**config.mk**
```make
export PLATFORM = sky130hd
export DESIGN_NAME = pipeline_ctrl
export DESIGN_NICKNAME = d
export VERILOG_FILES = /design/src/rtl/pipeline_ctrl_pkg.sv /design/src/rtl/pipeline_ctrl_fwd_unit.sv /design/src/rtl/pipeline_ctrl.sv
export SDC_FILE = /design/constraint.sdc
export NUM_CORES = 1
export LEC_CHECK = 0
export BUFFER_PORTS_ARGS = -buffer_cell sky130_fd_sc_hd__buf_2
export CORE_MARGIN = 2
export CORE_UTILIZATION = 48
export DETAILED_ROUTE_END_ITERATION = 10
export MAX_ROUTING_LAYER = met4
export PLACE_DENSITY = 0.77
export REMOVE_ABC_BUFFERS = 1
export SYNTH_ARGS = -nofsm -noshare
export SYNTH_HDL_FRONTEND = slang
export SYNTH_SLANG_ARGS = --single-unit
```
**constraint.sdc**
```tcl
create_clock -name CPU_CLK -period 1.8 [get_ports CPU_CLK]
set_input_delay 0.09 -clock CPU_CLK [delete_from_list [all_inputs] [get_ports CPU_CLK]]
set_output_delay 0.09 -clock CPU_CLK [all_outputs]
set_load 0.01 [all_outputs]
```
**src/rtl/pipeline_ctrl_pkg.sv**
```systemverilog
// Shared pipeline-control types: forward/PC encodings, controller FSM states,
// and the register-port structs used by the forward selectors.
package pipeline_ctrl_pkg;

  localparam int FWD_WIDTH  = 2;
  localparam int NUM_STAGES = 5;
  localparam int NUM_RS     = 2;

  localparam logic [FWD_WIDTH-1:0] FWD_NONE = 2'b00;
  localparam logic [FWD_WIDTH-1:0] FWD_MEM  = 2'b01;
  localparam logic [FWD_WIDTH-1:0] FWD_WB   = 2'b10;

  localparam logic [3:0] PC_BOOT   = 4'd0;
  localparam logic [3:0] PC_JUMP   = 4'd1;
  localparam logic [3:0] PC_BRANCH = 4'd2;

  localparam int ST_IF = 0;
  localparam int ST_ID = 1;
  localparam int ST_EX = 2;
  localparam int ST_ME = 3;
  localparam int ST_WB = 4;

  typedef enum logic [1:0] {BOOT, RUN, EX_WAIT, MEM_WAIT} ctrl_state_e;

  typedef struct packed {
    logic [4:0] addr;
    logic       used;
  } rs_req_t;

  typedef struct packed {
    logic [4:0] addr;
    logic       we;
  } wr_port_t;

  // x0 never carries a produced value, so it can never be a forward source.
  function automatic logic rs_hit(rs_req_t rs, wr_port_t wp);
    return rs.used && (rs.addr != 5'd0) && wp.we && (wp.addr == rs.addr);
  endfunction

endpackage

```
**src/rtl/pipeline_ctrl_fwd_unit.sv**
```systemverilog
// Combinational EX operand forward select for one source register.
module fwd_unit
  import pipeline_ctrl_pkg::*;
(
  input  rs_req_t                rs,
  input  wr_port_t               wr_m,
  input  wr_port_t               wr_w,
  input  logic                   load_m,
  output logic [FWD_WIDTH-1:0]   fwd
);

  // A load's data is not available in MEM, so it can only be taken from WB.
  always_comb begin
    fwd = FWD_NONE;
    if (rs_hit(rs, wr_m) && !load_m) fwd = FWD_MEM;
    else if (rs_hit(rs, wr_w))       fwd = FWD_WB;
  end

endmodule

```
**src/rtl/pipeline_ctrl.sv**
```systemverilog
// Hazard and sequencing controller for the 5-stage RV32 pipeline: stage
// stall/clear, EX forwarding, PC redirect, MEM wait timeout and perf counters.
module pipeline_ctrl
  import pipeline_ctrl_pkg::*;
#(
  parameter int MEM_TIMEOUT = 16,
  parameter int CNT_WIDTH   = 32
) (
  input  logic                 CPU_CLK,
  input  logic                 CPU_RST,
  input  logic                 jump_decision_i,
  input  logic                 branch_decision_i,
  input  logic [4:0]           rs1_raddr_i,
  input  logic [4:0]           rs2_raddr_i,
  input  logic                 rs1_used_i,
  input  logic                 rs2_used_i,
  input  logic                 ex_busy_i,
  input  logic                 mem_req_i,
  input  logic                 mem_we_i,
  input  logic                 dmem_ready_i,
  input  logic [4:0]           regfile_waddr_m_i,
  input  logic                 regfile_we_m_i,
  input  logic [4:0]           regfile_waddr_w_i,
  input  logic                 regfile_we_w_i,
  output logic                 stall_if_o,
  output logic                 stall_id_o,
  output logic                 stall_ex_o,
  output logic                 stall_me_o,
  output logic                 stall_wb_o,
  output logic                 clear_if_o,
  output logic                 clear_id_o,
  output logic                 clear_ex_o,
  output logic                 clear_me_o,
  output logic                 clear_wb_o,
  output logic [1:0]           rs1_forward_o,
  output logic [1:0]           rs2_forward_o,
  output logic                 pc_set_o,
  output logic [3:0]           pc_mux_o,
  output logic                 mem_timeout_o,
  output logic [CNT_WIDTH-1:0] cycle_cnt_o,
  output logic [CNT_WIDTH-1:0] stall_cnt_o,
  output logic [CNT_WIDTH-1:0] flush_cnt_o
);

  localparam int TW = (MEM_TIMEOUT > 1) ? $clog2(MEM_TIMEOUT) : 1;
  localparam logic [TW-1:0] WAIT_LAST = TW'(MEM_TIMEOUT - 1);

  ctrl_state_e state, state_nxt;
  logic [TW-1:0] wait_cnt, wait_cnt_nxt;
  logic timeout_hit;

  logic load_m, mem_hold, ex_hold, load_use, advance, br_take, jmp_take;
  logic [NUM_STAGES-1:0] stall_v, clear_v;
  logic pc_set;
  logic [3:0] pc_mux;

  rs_req_t  [NUM_RS-1:0]                rs;
  wr_port_t                             wr_m, wr_w;
  logic     [NUM_RS-1:0][FWD_WIDTH-1:0] fwd_sel;
  logic     [NUM_RS-1:0]                lu_hit;

  assign load_m = mem_req_i & ~mem_we_i;
  assign rs[0]  = {rs1_raddr_i, rs1_used_i};
  assign rs[1]  = {rs2_raddr_i, rs2_used_i};
  assign wr_m   = {regfile_waddr_m_i, regfile_we_m_i};
  assign wr_w   = {regfile_waddr_w_i, regfile_we_w_i};

  for (genvar g = 0; g < NUM_RS; g++) begin : g_rs
    fwd_unit u_fwd (
      .rs     (rs[g]),
      .wr_m   (wr_m),
      .wr_w   (wr_w),
      .load_m (load_m),
      .fwd    (fwd_sel[g])
    );
    assign lu_hit[g] = rs[g].used & wr_m.we & (wr_m.addr == rs[g].addr);
  end

  // Holds are evaluated from the live handshake so the cycle that first sees
  // a pending MEM access or busy EX unit already freezes the affected stages.
  always_comb begin
    state_nxt    = state;
    wait_cnt_nxt = wait_cnt;
    timeout_hit  = 1'b0;
    mem_hold     = 1'b0;
    ex_hold      = 1'b0;
    load_use     = 1'b0;
    advance      = 1'b0;
    br_take      = 1'b0;
    jmp_take     = 1'b0;
    stall_v      = '0;
    clear_v      = '0;
    pc_set       = 1'b0;
    pc_mux       = PC_BOOT;

    if (state == BOOT) begin
      pc_set                = 1'b1;
      clear_v[ST_ME:ST_IF]  = '1;
      state_nxt             = RUN;
    end else begin
      mem_hold = (state == MEM_WAIT) ? ~dmem_ready_i : (mem_req_i & ~dmem_ready_i);
      ex_hold  = ~mem_hold & ex_busy_i;
      load_use = ~mem_hold & ~ex_hold & (state == RUN) & load_m & (|lu_hit);
      advance  = ~mem_hold & ~ex_hold & ~load_use;
      br_take  = advance & branch_decision_i;
      jmp_take = advance & ~branch_decision_i & jump_decision_i;

      if (mem_hold) begin
        stall_v[ST_ME:ST_IF] = '1;
        clear_v[ST_WB]       = 1'b1;
      end
      if (ex_hold || load_use) begin
        stall_v[ST_ID:ST_IF] = '1;
        clear_v[ST_EX]       = 1'b1;
      end
      if (br_take) begin
        pc_set         = 1'b1;
        pc_mux         = PC_BRANCH;
        clear_v[ST_IF] = 1'b1;
        clear_v[ST_ID] = 1'b1;
      end
      if (jmp_take) begin
        pc_set         = 1'b1;
        pc_mux         = PC_JUMP;
        clear_v[ST_IF] = 1'b1;
      end

      if (state == MEM_WAIT) begin
        wait_cnt_nxt = wait_cnt + TW'(1);
        if (dmem_ready_i) begin
          state_nxt = RUN;
        end else if (wait_cnt == WAIT_LAST) begin
          state_nxt   = RUN;
          timeout_hit = 1'b1;
        end
      end else if (mem_hold) begin
        state_nxt    = MEM_WAIT;
        wait_cnt_nxt = '0;
      end else begin
        state_nxt = ex_busy_i ? EX_WAIT : RUN;
      end
    end

    if (CPU_RST) begin
      stall_v = '0;
      clear_v = '0;
      pc_set  = 1'b0;
      pc_mux  = PC_BOOT;
    end
  end

  always_ff @(posedge CPU_CLK) begin
    if (CPU_RST) begin
      state         <= BOOT;
      wait_cnt      <= '0;
      mem_timeout_o <= 1'b0;
      cycle_cnt_o   <= '0;
      stall_cnt_o   <= '0;
      flush_cnt_o   <= '0;
    end else begin
      state       <= state_nxt;
      wait_cnt    <= wait_cnt_nxt;
      cycle_cnt_o <= cycle_cnt_o + CNT_WIDTH'(1);
      if (stall_v[ST_IF])       stall_cnt_o   <= stall_cnt_o + CNT_WIDTH'(1);
      if (br_take || jmp_take)  flush_cnt_o   <= flush_cnt_o + CNT_WIDTH'(1);
      if (timeout_hit)          mem_timeout_o <= 1'b1;
    end
  end

  assign {stall_wb_o, stall_me_o, stall_ex_o, stall_id_o, stall_if_o} = stall_v;
  assign {clear_wb_o, clear_me_o, clear_ex_o, clear_id_o, clear_if_o} = clear_v;
  assign rs1_forward_o = CPU_RST ? FWD_NONE : fwd_sel[0];
  assign rs2_forward_o = CPU_RST ? FWD_NONE : fwd_sel[1];
  assign pc_set_o      = pc_set;
  assign pc_mux_o      = pc_mux;

endmodule

```
# Yosys cells after proc, flatten, opt, wreduce, memory -nomap -nowiden
# Index checks and enable logic that the tools add are counted.
# W data, S select, Z words.
[totals]
inputBits = 32
ff_bits = 103
[op_classes]
reduce_logical = 22
eq_ne = 9
mux = 41
n_bitwise = 22
add_sub_neg = 4
[op_table]
columns = ["op", "count"]
rows = [
  ["$add A32 B1 Y32 const B", 3],
  ["$mux W4", 8],
  ["$mux W2", 14],
  ["$eq A5 B5 Y1", 4],
  ["$mux W1", 17],
  ["$and A1 B1 Y1", 15],
  ["$logic_and A1 B1 Y1", 12],
  ["$reduce_bool A5 Y1", 2],
  ["$not A1 Y1", 7],
  ["$mux W5", 1],
  ["$add A4 B1 Y4 const B", 1],
  ["$eq A4 B4 Y1 const B", 1],
  ["$ne A4 B3 Y1 const B", 1],
  ["$reduce_or A2 Y1", 2],
  ["$mux W3", 1],
  ["$ne A3 B2 Y1 const B", 1],
  ["$eq A2 B1 Y1 const B", 1],
  ["$eq A2 B2 Y1 const B", 1],
  ["$logic_not A2 Y1", 1],
  ["$logic_or A1 B1 Y1", 2],
  ["$reduce_and A2 Y1", 1],
  ["$reduce_bool A2 Y1", 1],
  ["$logic_not A1 Y1", 1],
]

# Logic depth before layout (Yosys ltp)
[logic_depth]
word_depth = 17
depth_mapped = 8
depth_no_buf = 7

# By module
# From an unflattened synthesis, not the netlist that was laid out.
[hier_totals]
cells_unflattened = 734
hier_area_um2 = 5998.3
[modules_own_cells]
columns = ["mod", "instances", "area_per_inst_um2", "seq_area_each_um2", "cells_each"]
rows = [
  ["pipeline_ctrl", 1, 5693.0, 2062.0, 698],
  ["fwd_unit", 2, 152.6, 0.0, 18],
]

# Least setup slack after synthesis
# OpenSTA, ideal clock, no wires.
[synth_path]
path_type = "register to register"
start = "register flush_cnt_o[13]"
end = "register flush_cnt_o[30]"
t_arrival_ns = 1.888
stages_incl_launch_ff = 7
t_required_ns = 1.730
setup_ns = 0.070
period_less_slack_ns = 1.958
path_slack_ns = -0.158
path_cell_list = "dfxtp_1 nand4_2 or3_1 nor2_2 nand2_1 or4_1 a21oi_1"
[synth_between]
elab_chain_len = 1
[synth_lines]
columns = ["element", "line_no", "rtl"]
rows = [
  ["start, declared", "pipeline_ctrl.sv:42", "output logic [CNT_WIDTH-1:0] flush_cnt_o"],
  ["start signal, assigned", "pipeline_ctrl.sv:165", "if (br_take || jmp_take) flush_cnt_o <= flush_cnt_o + CNT_WIDTH'(1);"],
  ["$add A32 B1 Y32", "pipeline_ctrl.sv:165", ""],
]
# Every way passes these cells.
# A chain may end at the register's enable or synchronous reset.

# Worst setup path in the final report
[layout_path]
start = "register state[1]"
end = "output port clear_if_o"
[layout_between]
elab_chain_len = 16
word_cells_on_any_way = 20
[layout_lines]
columns = ["element", "line_no", "rtl"]
rows = [
  ["start, declared", "pipeline_ctrl.sv:48", "ctrl_state_e state, state_nxt;"],
  ["start signal, assigned", "pipeline_ctrl.sv:161", "state <= state_nxt;"],
  ["$eq A2 B2 Y1", "pipeline_ctrl.sv:101", "mem_hold = (state == MEM_WAIT) ? ~dmem_ready_i : (mem_req_i & ~dmem_ready_i);"],
  ["$mux W1", "pipeline_ctrl.sv:101", ""],
  ["$not A1 Y1", "pipeline_ctrl.sv:102, pipeline_ctrl.sv:103, pipeline_ctrl.sv:104", ""],
  ["$and A1 B1 Y1", "pipeline_ctrl.sv:102", "ex_hold = ~mem_hold & ex_busy_i;"],
  ["$not A1 Y1", "pipeline_ctrl.sv:103, pipeline_ctrl.sv:104", ""],
  ["$and A1 B1 Y1", "pipeline_ctrl.sv:103, pipeline_ctrl.sv:104", ""],
  ["$and A1 B1 Y1 (3 in a row)", "pipeline_ctrl.sv:103", "load_use = ~mem_hold & ~ex_hold & (state == RUN) & load_m & (|lu_hit);"],
  ["$not A1 Y1", "pipeline_ctrl.sv:104", "advance = ~mem_hold & ~ex_hold & ~load_use;"],
  ["$and A1 B1 Y1", "pipeline_ctrl.sv:104", ""],
  ["$and A1 B1 Y1, on equally long branches", "pipeline_ctrl.sv:105, pipeline_ctrl.sv:106", ""],
  ["$mux W2 / $and A1 B1 Y1 (equally long branches)", "pipeline_ctrl.sv:116, pipeline_ctrl.sv:106", ""],
  ["$mux W1", "pipeline_ctrl.sv:122", "if (jmp_take) begin"],
  ["$mux W3 *", "pipeline_ctrl.sv:96", "if (state == BOOT) begin"],
  ["$mux W5 *", "pipeline_ctrl.sv:144", "if (CPU_RST) begin"],
  ["end, declared", "pipeline_ctrl.sv:30", "output logic clear_if_o,"],
]
# Mark *: on every way between the ends. The rest lies on a longest branch, timed or not.

==> impl_metrics.yaml <==
status:
  outcome: "finished, violations left"
  failed_checks: "setup timing"
synthesis:
  synth_area_mm2: 0.00543
  yosysTopAreaCell: "dfxtp_1"
  synth_xor_xnor_area_share_pct: 13.7
  ys_warn_count: 0
  synth_cell_types: 59
  synth-main-ff-cell: "dfxtp_1"
  synth_edf_count: 0
  synth_top_family_by_area: "simple AND/OR/NAND/NOR gates"
  syn_inst: 653
  netlist.area_leader.share_pct: 38.0
  ys_ff_latch: 103
  syn_avg_cell_area_um2: 8.32
  synth_compound_area_share_pct: 14.0
  synthAdderAreaFrac_pct: 1.11
  synth-simple-area-share_pct: 28.4
  synth_seq_area_share_pct: 38.0
  synth_async_sr_flop_share_pct: 0
  synth_mux_area_share_pct: 0.392
  synth_area_leaders: "dfxtp_1 38%, xnor2_1 8.5%, nor2_1 6.6%, xor2_1 5.2%, nand3_1 3.8%"
detailed_routing:
  wl_per_cell_um: 17.2
  wirelength_um: 18500
  first_iter_violations: 408
  drc: 0
  dr_total_vias: 6164
  viasPerCell: 5.72
  antenna_left: 0
  drtPass1Iterations: 6
timing:
  setup_ws_ns: -0.246
  skew_ns: 0.00753
  fin_crit_ns: 2.05
  fin_hold_ws_ns: 0.0688
  period_share_pct: 114
  rsz0062_at_grt: "yes"
  worst_pin_slew_ns: 0.524
  finalHoldViolCount: 0
  setup_violations: 67
  finalMaxSlewViolations: 0
  relSlewSlack_pct: 65.0
  fmax_mhz: 489
worst_setup_path:
  critical_path.endpoint_type: "primary output"
  required_ns: 1.71
  crit_path_cell_trace: "buf_6, a21o_1, a21oi_4, buf_4, buf_12, and2_4, o21ai_2, a21oi_2, buf_2"
  cp_slowest_cell: "dfxtp_4"
  slowest_delay_ns: 0.36
  cp_max_fo: 6
  cp.arrival_ns: 1.96
  path_class: "reg2out"
  cp-start-kind: "register"
floorplanning:
  die_area_mm2: 0.0122
  die_w_um: 110
  die_y_um: 110
  fp-row-count: 38
  num_io_pins: 148
  coreArea_mm2: 0.0109
  start_util_pct: 49.7
cells_and_area:
  area_growth_pct: 55.1
  layout.nets: 968
  drive_above_1_share_pct: 44.8
  final_util_pct: 77.1
  n_antenna_cell: 0
clocking:
  cts_tree: "built"
  cts_buffer_depth: 2
  cts_sinks: 103
  cts_buffers: 9
  cts-root-buf: "clkbuf_16"
  htreeDepth: 3
  path_clk_slew_ns: 0.07
  clk_latency_ns: 0.35
power_and_ir_drop:
  p_sw_w: 0.00126
  p_clk_share_pct: 43.6
  ir_drop_mv: 0.594
  p_total_w: 0.00519
  power.internal_w: 0.00393
  leakagePower_nw: 3.50
  switching_share_pct: 24.2
  cellPowerDensity_mw_per_mm2: 616
  power_frac_comb_pct: 11.8
  seqPwrFrac_pct: 44.6
global_routing:
  grt_use_met2_pct: 50.0
  gr-usage-met1_pct: 33.9
  grt-ovfl-total: 0
  grt_pass1_wl_um: 27500
  grt_use_met3_pct: 3.70
  grt_max_degree: 51
  grt_pass1_vias: 5954
  track_usage_pct: 29.3
  antenna_found_initial: 0
  globalRoute.busiestLayer: "met2"
place:
  routabilityCongestion: 0.905
  pre_cts_slack_ns: -0.286
  portBuffers: 144
  place_hpwl_um: 11700
min_path:
  hold_path_class: "in2reg"
flow_run:
  drv_cap: 0
## cell usage after synthesis, drive strengths merged (2+ instances only)
cell type	instances
a2111oi	9
a211oi	18
a21o	2
a21oi	40
a31o	3
and2	7
and3	11
and4	2
buf	19
clkbuf	14
dfxtp	103
ha	4
inv	17
nand2	41
nand2b	6
nand3	42
nand4	29
nor2	97
nor2b	6
nor3	9
nor4	8
nor4b	4
o211ai	2
o21ai	25
o31ai	5
or2	3
or3	19
or4	8
xnor2	53
xor2	32
## state kept, by name, summed over array words and instances (netlist names)
signal	flops
wait_cnt	4
cycle_cnt_o	32
state	2
stall_cnt_o	32
mem_timeout_o	1
flush_cnt_o	32
## per-layer routing
layer  part of all wire, %  wire length [um]
met1                    39              7270
met2                    51              9420
met3                   6.2              1140
met4                   3.5               648
met5                     0                 0
## final cells by class
| cell class | instances | area, um2 |
|---|---|---|
| Multi-Input combinational cell | 501 | 3690 |
| Fill cell | 732 | 2510 |
| Sequential cell | 103 | 2080 |
| Timing Repair Buffer | 299 | 2070 |
| Clock buffer | 9 | 225 |
| Tap cell | 140 | 175 |
| Clock inverter | 7 | 120 |
| Inverter | 18 | 67.6 |
## logic make-up after synthesis
| logic type | count (synthesis) |
|---|---|
| simple gates | 295 |
| compound gates | 111 |
| flops | 103 |
| xor+xnor | 85 |
| buf+inv | 51 |
| fa+ha+maj | 5 |
| mux | 2 |
| other cells | 1 |
## power groups by stage
| stage | Combinational (W) | Clock, W | Sequential (W) |
|---|---|---|---|
| floorplan | 0.000179 | 0 | 0.00238 |
| global placement | 0.000454 | 0 | 0.00236 |
| detailed placement | 0.000469 | 0 | 0.00236 |
| CTS | 0.000529 | 0.00228 | 0.00231 |
| global route | 0.000653 | 0.00237 | 0.00232 |
| finish | 0.000613 | 0.00226 | 0.00231 |
## worst max-delay path: cells and delay by family (launching register included)
family | cells | cell delay, ns
compound gates | 4 | 0.55
buf+inv | 4 | 0.50
flops | 1 | 0.36
simple gates | 1 | 0.19
## timing repair
item	CTS	global route
gates resized for setup	68	89
cloned	2	2
pin swaps	40	31
setup buffers	20	15
hold buffers	0	0
endpoints found under the setup margin	68	74
## through the flow
stage / setup TNS (ns) / instance area [um2] / std cells
2_1_floorplan: -58.56 / 5270 / 622
3_5_place_dp: -8.82 / 7090 / 1024
6_report: -6.85 / 8430 / 1077
4_1_cts: -4.31 / 7860 / 1061
3_3_place_gp: -5.30 / 7090 / 1024
5_1_grt: -12.11 / 8430 / 1077
## final timing paths
kind | to | from | cells past startpoint | slack (ns)
max | clear_if_o | state[1] | 9 | -0.25
min | state[0] | ex_busy_i | 3 | 0.07
max reg2reg | stall_cnt_o[29] | state[1] | 7 | -0.23
min reg2reg | wait_cnt[3] | wait_cnt[3] | 1 | 0.50
## cells in the final DEF, fill, tap and decap left out, types with 13 or more instances in the layout
cell,n
xnor2_1,53
inv_1,17
xor2_1,32
or3_1,15
nor2_1,93
buf_2,143
dfxtp_1,89
a21oi_1,28
nand2_1,37
o21ai_0,17
buf_4,133
buf_6,13
nand3_1,37
nand4_1,27
Note: power is estimated with default switching activity, not from simulation.
